[config.mk]
export PLATFORM = sky130hd
export DESIGN_NAME = bitlet_mac_scheduler
export DESIGN_NICKNAME = d
export VERILOG_FILES = /design/src/rtl/bitlet_mac_scheduler.sv
export SDC_FILE = /design/constraint.sdc
export NUM_CORES = 1
export LEC_CHECK = 0
export CAP_MARGIN = 20
export CORE_MARGIN = 8
export CORE_UTILIZATION = 48
export DETAILED_ROUTE_END_ITERATION = 6
export PLACE_DENSITY = 0.77
export SLEW_MARGIN = 0
export SYNTH_ARGS = -nofsm -noshare
export SYNTH_HDL_FRONTEND = slang
export SYNTH_SLANG_ARGS = --single-unit
[constraint.sdc]
create_clock -name clk -period 3.2 [get_ports clk]
set_input_delay 0.48 -clock clk [delete_from_list [all_inputs] [get_ports clk]]
set_output_delay 0.48 -clock clk [all_outputs]
set_load 0.005 [all_outputs]
[src/rtl/bitlet_mac_scheduler.sv]
// Bitlet MAC scheduler: takes one weight tile, splits it into bit-plane
// columns and walks each column's set bits, one per cycle, producing the
// activation selects and the MAC control strobes for that tile.

// One bit-plane column: holds the remaining set bits for a single
// significance and yields the index of the lowest one each cycle.
module bitlet_lane #(
    parameter int VEC_LENGTH    = 32,
    parameter int MUX_SEL_WIDTH = $clog2(VEC_LENGTH)
) (
    input  logic                     clk,
    input  logic                     reset,
    input  logic                     load_i,
    input  logic [VEC_LENGTH-1:0]    col_i,
    input  logic                     step_i,
    output logic [MUX_SEL_WIDTH-1:0] sel_o,
    output logic                     val_o,
    output logic                     done_o
);

    logic [VEC_LENGTH-1:0] mask_q, mask_d, mask_clr;

    // Clearing the lowest set bit retires the weight just selected.
    assign mask_clr = mask_q & (mask_q - VEC_LENGTH'(1));
    assign done_o   = (mask_clr == '0);

    // Next column contents: load a fresh tile, or retire one bit while computing.
    always_comb begin
        mask_d = mask_q;
        if (load_i)
            mask_d = col_i;
        else if (step_i)
            mask_d = mask_clr;
    end

    // Column register.
    always_ff @(posedge clk) begin
        if (reset)
            mask_q <= '0;
        else
            mask_q <= mask_d;
    end

    // Lowest set bit wins; scanning downward leaves the smallest index last.
    always_comb begin
        sel_o = '0;
        val_o = 1'b0;
        if (step_i) begin
            for (int k = VEC_LENGTH - 1; k >= 0; k--) begin
                if (mask_q[k])
                    sel_o = MUX_SEL_WIDTH'(k);
            end
            val_o = |mask_q;
        end
    end

endmodule

module bitlet_mac_scheduler #(
    parameter int DATA_WIDTH    = 8,
    parameter int VEC_LENGTH    = 32,
    parameter int MUX_SEL_WIDTH = $clog2(VEC_LENGTH)
) (
    input  logic                                     clk,
    input  logic                                     reset,
    input  logic                                     w_valid,
    output logic                                     w_ready,
    // Bit DATA_WIDTH-1 of each weight is the negative plane; the MAC applies
    // the sign, so here it is just another column.
    input  logic [VEC_LENGTH-1:0][DATA_WIDTH-1:0]    w_in,
    input  logic                                     w_first,
    output logic [DATA_WIDTH-1:0][MUX_SEL_WIDTH-1:0] act_sel,
    output logic [DATA_WIDTH-1:0]                    act_val,
    output logic                                     mac_en,
    output logic                                     load_accum,
    output logic                                     act_hold,
    output logic                                     busy,
    output logic                                     result_valid
);

    localparam int CYC_W = $clog2(VEC_LENGTH + 1);

    typedef enum logic [1:0] {
        S_IDLE,
        S_COMPUTE,
        S_DRAIN
    } state_t;

    state_t             state_q, state_d;
    logic               first_q, first_d;
    logic [CYC_W-1:0]   cyc_q, cyc_d;
    logic               rv_q, rv_d;

    logic                                  accept;
    logic                                  computing;
    logic [DATA_WIDTH-1:0]                 lane_done;
    logic [DATA_WIDTH-1:0][VEC_LENGTH-1:0] cols;

    assign w_ready   = (state_q == S_IDLE) || (state_q == S_DRAIN);
    assign accept    = w_valid && w_ready;
    assign computing = (state_q == S_COMPUTE);

    // Transpose the tile: column j gathers bit j of every weight.
    always_comb begin
        cols = '0;
        for (int j = 0; j < DATA_WIDTH; j++)
            for (int k = 0; k < VEC_LENGTH; k++)
                cols[j][k] = w_in[k][j];
    end

    for (genvar j = 0; j < DATA_WIDTH; j++) begin : g_lane
        bitlet_lane #(
            .VEC_LENGTH   (VEC_LENGTH),
            .MUX_SEL_WIDTH(MUX_SEL_WIDTH)
        ) u_lane (
            .clk    (clk),
            .reset  (reset),
            .load_i (accept),
            .col_i  (cols[j]),
            .step_i (computing),
            .sel_o  (act_sel[j]),
            .val_o  (act_val[j]),
            .done_o (lane_done[j])
        );
    end

    // Next-state and tile bookkeeping; DRAIN may accept the next tile directly.
    always_comb begin
        state_d = state_q;
        first_d = first_q;
        cyc_d   = cyc_q;
        rv_d    = (state_q == S_DRAIN);
        case (state_q)
            S_IDLE: begin
                if (accept)
                    state_d = S_COMPUTE;
            end
            S_COMPUTE: begin
                cyc_d = cyc_q + CYC_W'(1);
                if (&lane_done)
                    state_d = S_DRAIN;
            end
            S_DRAIN: begin
                state_d = accept ? S_COMPUTE : S_IDLE;
            end
            default: state_d = S_IDLE;
        endcase
        if (accept) begin
            first_d = w_first;
            cyc_d   = '0;
        end
    end

    // State registers; reset drops any tile in flight.
    always_ff @(posedge clk) begin
        if (reset) begin
            state_q <= S_IDLE;
            first_q <= 1'b0;
            cyc_q   <= '0;
            rv_q    <= 1'b0;
        end else begin
            state_q <= state_d;
            first_q <= first_d;
            cyc_q   <= cyc_d;
            rv_q    <= rv_d;
        end
    end

    // cyc_q counts completed COMPUTE cycles, so cyc_q==1 marks the second
    // enabled cycle both mid-COMPUTE and in DRAIN of a one-cycle tile.
    always_comb begin
        mac_en       = (state_q == S_COMPUTE) || (state_q == S_DRAIN);
        act_hold     = computing;
        busy         = (state_q != S_IDLE);
        load_accum   = first_q && mac_en && (cyc_q == CYC_W'(1));
        result_valid = rv_q;
    end

endmodule

-- Yosys cells after proc, flatten, opt, wreduce, memory -nomap -nowiden
Cells that the tools add are included.
- word-level logic and storage cells: 353
- register bits: 266
- mux-type cells: 292
- reduce and logical (&&, ||, !) cells: 27
- add/sub/neg operators: 9
- equal/unequal tests: 5
- bitwise operators: 8
- operators with widths (operator ; count):
    5-bit two-way mux ; 264
    32-bit two-way mux ; 16
    32-bit AND ; 8
    32-bit logical NOT ; 8
    32-bit OR reduction ; 8
    32-bit by 1-bit subtractor with 32-bit output (second input constant) ; 8
    1-bit two-way mux ; 9
    8-bit AND reduction ; 1
    6-bit by 1-bit adder with 6-bit output (second input constant) ; 1
    6-bit by 1-bit equality test with 1-bit output (second input constant) ; 1
    2-bit one-hot mux with 3 select lines ; 1
    2-bit two-way mux ; 2
    2-bit nonzero test ; 2
    1-bit logical AND ; 3
    2-bit by 1-bit equality test with 1-bit output (second input constant) ; 1
    2-bit equality test (second input constant) ; 1
    2-bit logical NOT ; 1
    1-bit logical OR ; 2
    2-bit by 1-bit != test with 1-bit output (second input constant) ; 1
    2-bit != test (second input constant) ; 1
    2-bit AND reduction ; 1
    2-bit OR reduction ; 1

-- Logic depth before layout (Yosys ltp)
- word-level depth: 33
- gate-level depth with buffers: 12
- depth with buffers taken out: 9

-- Hierarchy
A second synthesis with hierarchy kept.
- cell total of the unflattened synthesis: 2334
- area, all modules: 16876.2 sq um
- modules (own cells, without submodules) (module ; cells an instance ; instances ; area each (sq um)):
    bitlet_lane ; 284 ; 8 ; 2039.5
    bitlet_mac_scheduler ; 62 ; 1 ; 560.5

-- Least setup slack after synthesis
OpenSTA, ideal clock, no wires.
- kind: register to register
- start point: register g_lane[3].u_lane.mask_q[5]
- end point: register state_q[1]
- library setup time: 0.086 ns
- slack: 0.190 ns
- stages on the path, launching flop included: 13
- data arrival time: 2.923 ns
- cells stage by stage: dfxtp_1 > buf_6 > or4_1 > buf_2 > or4_4 > buf_6 > o41ai_2 > nand4_1 > nor4_1 > nand4_1 > nor3_2 > nand4_1 > a221oi_2
- longest elaborated chain between the ends: 6
- RTL lines (what ; RTL line ; source):
    from (decl) ; 21 ; logic [VEC_LENGTH-1:0] mask_q, mask_d, mask_clr;
    from (signal assigned) ; 41 ; mask_q <= mask_d;
    32-bit by 1-bit subtractor with 32-bit output ; 24 ; assign mask_clr = mask_q & (mask_q - VEC_LENGTH'(1));
    32-bit AND * ; 24 ;
    32-bit logical NOT * ; 25 ; assign done_o = (mask_clr == '0);
    8-bit AND reduction * ; 140 ; if (&lane_done)
    2-bit by 1-bit != test with 1-bit output (no line) * ; - ;
    2-bit AND reduction (no line) * ; - ;
    to (signal assigned) ; 162 ; state_q <= state_d;
    to (decl) ; 89 ; state_t state_q, state_d;
Mark *: on every way between the ends. The rest lies on a longest branch, timed or not.
A chain may end at the register's enable or synchronous reset.

==> flow_summary.ini <==
[final_layout]
finalNetCount = 3136
drive_gt1_share_pct = 19.4
postLayoutCellArea_mm2 = 0.0241
fill_cells = 2928
instances_no_fill = 3350
syn_to_final_growth_pct = 44.0
post-route-util_pct = 69.9

[route]
drtPass1Iterations = 6
route.vias.total = 21368
avgViaCountPerCell = 6.38
routed_wl_mm = 76.5
ant_nets = 0
wl_per_cell_um = 22.8
drc = 0
drt_iter0_markers = 2372

[timing]
rsz0062_at_grt = yes
tns_ps = 0
finalHoldViolCount = 0
max_slew_margin_pct = 55.7
period_share_pct = 99.5
slew_violations = 0
whs_ps = 318
setup_viol = 0
worst_slack_ps = 15.0
skew_ps = 12.7
worst_slew_pin_slew_ps = 665
fmax_ghz = 0.314
timing.final.crit_period_ps = 3190

[clocking]
cts_tree = built
clkTransAtPathRegs_ps = 60
clock-sinks = 266
clockBufferDepth = 3
h-tree-depth = 2
cts_buffers = 34
clk_latency_ps = 540
ctsHoldBuffers = 0
cts_root_buf = clkbuf_16

[die]
dieArea_mm2 = 0.0411
initial_core_util_pct = 48.6
core_mm2 = 0.0345
rows = 68
dieWidth_um = 203
io_pins = 314
die_y_um = 203

[logic_synthesis]
yosysTopAreaCell = dfxtp_1
synthMostInstantiatedCell = nand2_1
synthesis.area_mm2 = 0.0167
ys_warn_count = 0
ys.flop_type = dfxtp_1
ys_top_cells_by_area = dfxtp_1, a21oi_1, nand2_1
synth_top_family_by_area = compound AO/OA/AOI/OAI gates
syn_avg_cell_area_um2 = 7.01
ys_ff_latch = 266
synthSimpleGateAreaFrac_pct = 29.7
syn-instance-count = 2387
netlist_top_cells_count = nand2_1, a21oi_1, dfxtp_1
synth.distinct_cells = 67
yosys.area_share.adder_pct = 0.628
synth_xor_xnor_area_share_pct = 0.262
synth_seq_area_share_pct = 31.8
async_flop_share_pct = 0
synth_top_area_share_pct = 31.8
synth_compound_area_share_pct = 31.0
synth_fp_nets = 2653
synth_edf_count = 0
synth_mux_area_share_pct = 0.120

[power_and_ir_drop]
seq_power_share_pct = 30.8
p_int_mw = 8.12
p_sw_share_pct = 35.5
pwr-share-clk_pct = 32.6
p_total_mw = 12.6
max-vdd-ir-drop_v = 0.000468
p_leak_nw = 9.13
powerDensity_mw_per_mm2 = 523
power_switching_mw = 4.48
combPwrFrac_pct = 36.6

[global_route]
grt_pass1_wl_mm = 117
grt_usage_pct = 35.3
overflow = 0
antenna_found_initial = 2
grt_pass1_vias = 20309
grt_max_degree = 131

[setup_path]
critical_path.endpoint_type = primary output
worstPathMaxFanout = 8
path_buf_inv = 2
crit_type = flip-flop to primary output
path_cells = buf_4 > or4_1 > nor2_2 > nand3_2 > nor2_4 > clkdlybuf4s50_1
crit_family = simple AND/OR/NAND/NOR gates
critPathRequiredTime_ps = 2720
r2r_cells = 9
cp-start-kind = flip-flop
path_depth = 6
cpPeakStageDelay_ps = 540
worstPathArrival_ps = 2710
cp_slowest_cell = or4_1

[placement]
placed_area_mm2 = 0.0221
gp_congestion = 1.03
dp_cells = 3277
port-buffer-count = 313
pre_cts_slack_ps = -158
dp_hpwl_mm = 58.8

[outcome]
status = finished clean

[min_path]
hp-class = input port to flip-flop
holdPathStages = 2

[run]
drv_cap = 0
[state kept, by name, indices dropped and copies added, names as in the netlist]
register,cells
cyc_q,6
first_q,1
result_valid,1
g_lane.u_lane.mask_q,256
state_q,2
[worst paths after layout]
check                                            startpoint                    endpoint  slack [ps]
worst max register to register   g_lane[6].u_lane.mask_q[0]                  state_q[1]          10
worst min-delay path                                  reset  g_lane[4].u_lane.mask_q[7]         320
worst max-delay path            g_lane[1].u_lane.mask_q[10]                  act_sel[9]          10
worst min register to register                      first_q                     first_q         470
[layout by cell type, fill, tap and decap left out, types with 20 or more instances in the layout]
| cell type | Yosys | layout |
|---|---|---|
| a211oi_1 | 26 | 20 |
| a21oi_1 | 340 | 330 |
| buf_4 | 8 | 318 |
| clkbuf_16 | 0 | 37 |
| clkdlybuf4s50_1 | 0 | 286 |
| dfxtp_1 | 266 | 239 |
| dfxtp_2 | 0 | 23 |
| inv_1 | 75 | 73 |
| nand2_1 | 352 | 348 |
| nand3_1 | 166 | 163 |
| nand4_1 | 46 | 46 |
| nor2_1 | 171 | 153 |
| nor3_1 | 49 | 44 |
| nor4_1 | 68 | 46 |
| nor4_2 | 7 | 23 |
| o211ai_1 | 108 | 108 |
| o21ai_0 | 93 | 84 |
| o21bai_1 | 28 | 28 |
| o311ai_0 | 33 | 32 |
| o31ai_1 | 49 | 43 |
| or3_1 | 48 | 43 |
| or4_1 | 45 | 33 |
[cells by family after synthesis]
group           after synthesis
flops                       266
xor+xnor                      5
buf+inv                     270
mux                           2
fa+ha+maj                     9
simple gates               1020
compound gates              815
[routing by layer]
metal | share of wire [%] | global-route usage, % | vias to the layer above
met5 | 0.017 | 0 | -
li1 | - | - | 9857
met4 | 5.3 | 18.4 | 2
met1 | 39 | 44.2 | 10019
met2 | 45 | 55.8 | 1256
met3 | 10 | 8.32 | 234
[timing repair]
action                                 in CTS  in global routing
cloned                                      1                  0
endpoints found under the hold margin       0                  0
buffers inserted                            8                  3
pin swaps                                  28                 46
setup endpoints to repair                  41                 41
gates resized for setup                    97                113
[power groups by stage]
| stage | clock network (mW) | logic (mW) | registers (mW) |
|---|---|---|---|
| floorplan | 0 | 2.21 | 3.85 |
| global placement | 0 | 4.20 | 3.89 |
| detailed placement | 0 | 4.22 | 3.90 |
| CTS | 4.12 | 4.38 | 3.85 |
| global route | 4.25 | 4.91 | 3.92 |
| finish | 4.10 | 4.62 | 3.88 |
[final cells by class]
type | count | area (um^2) | share of cell area, %
Timing Repair Buffer | 642 | 5750 | 23.9
Multi-Input combinational cell | 1851 | 10900 | 45.4
Clock inverter | 15 | 183 | 0.758
Sequential cell | 266 | 5370 | 22.3
Tap cell | 455 | 569 | 2.36
Antenna cell | 1 | 2.50 | 0.0104
Clock buffer | 45 | 1010 | 4.17
Inverter | 75 | 287 | 1.19
(Power assumes the default switching activity.)
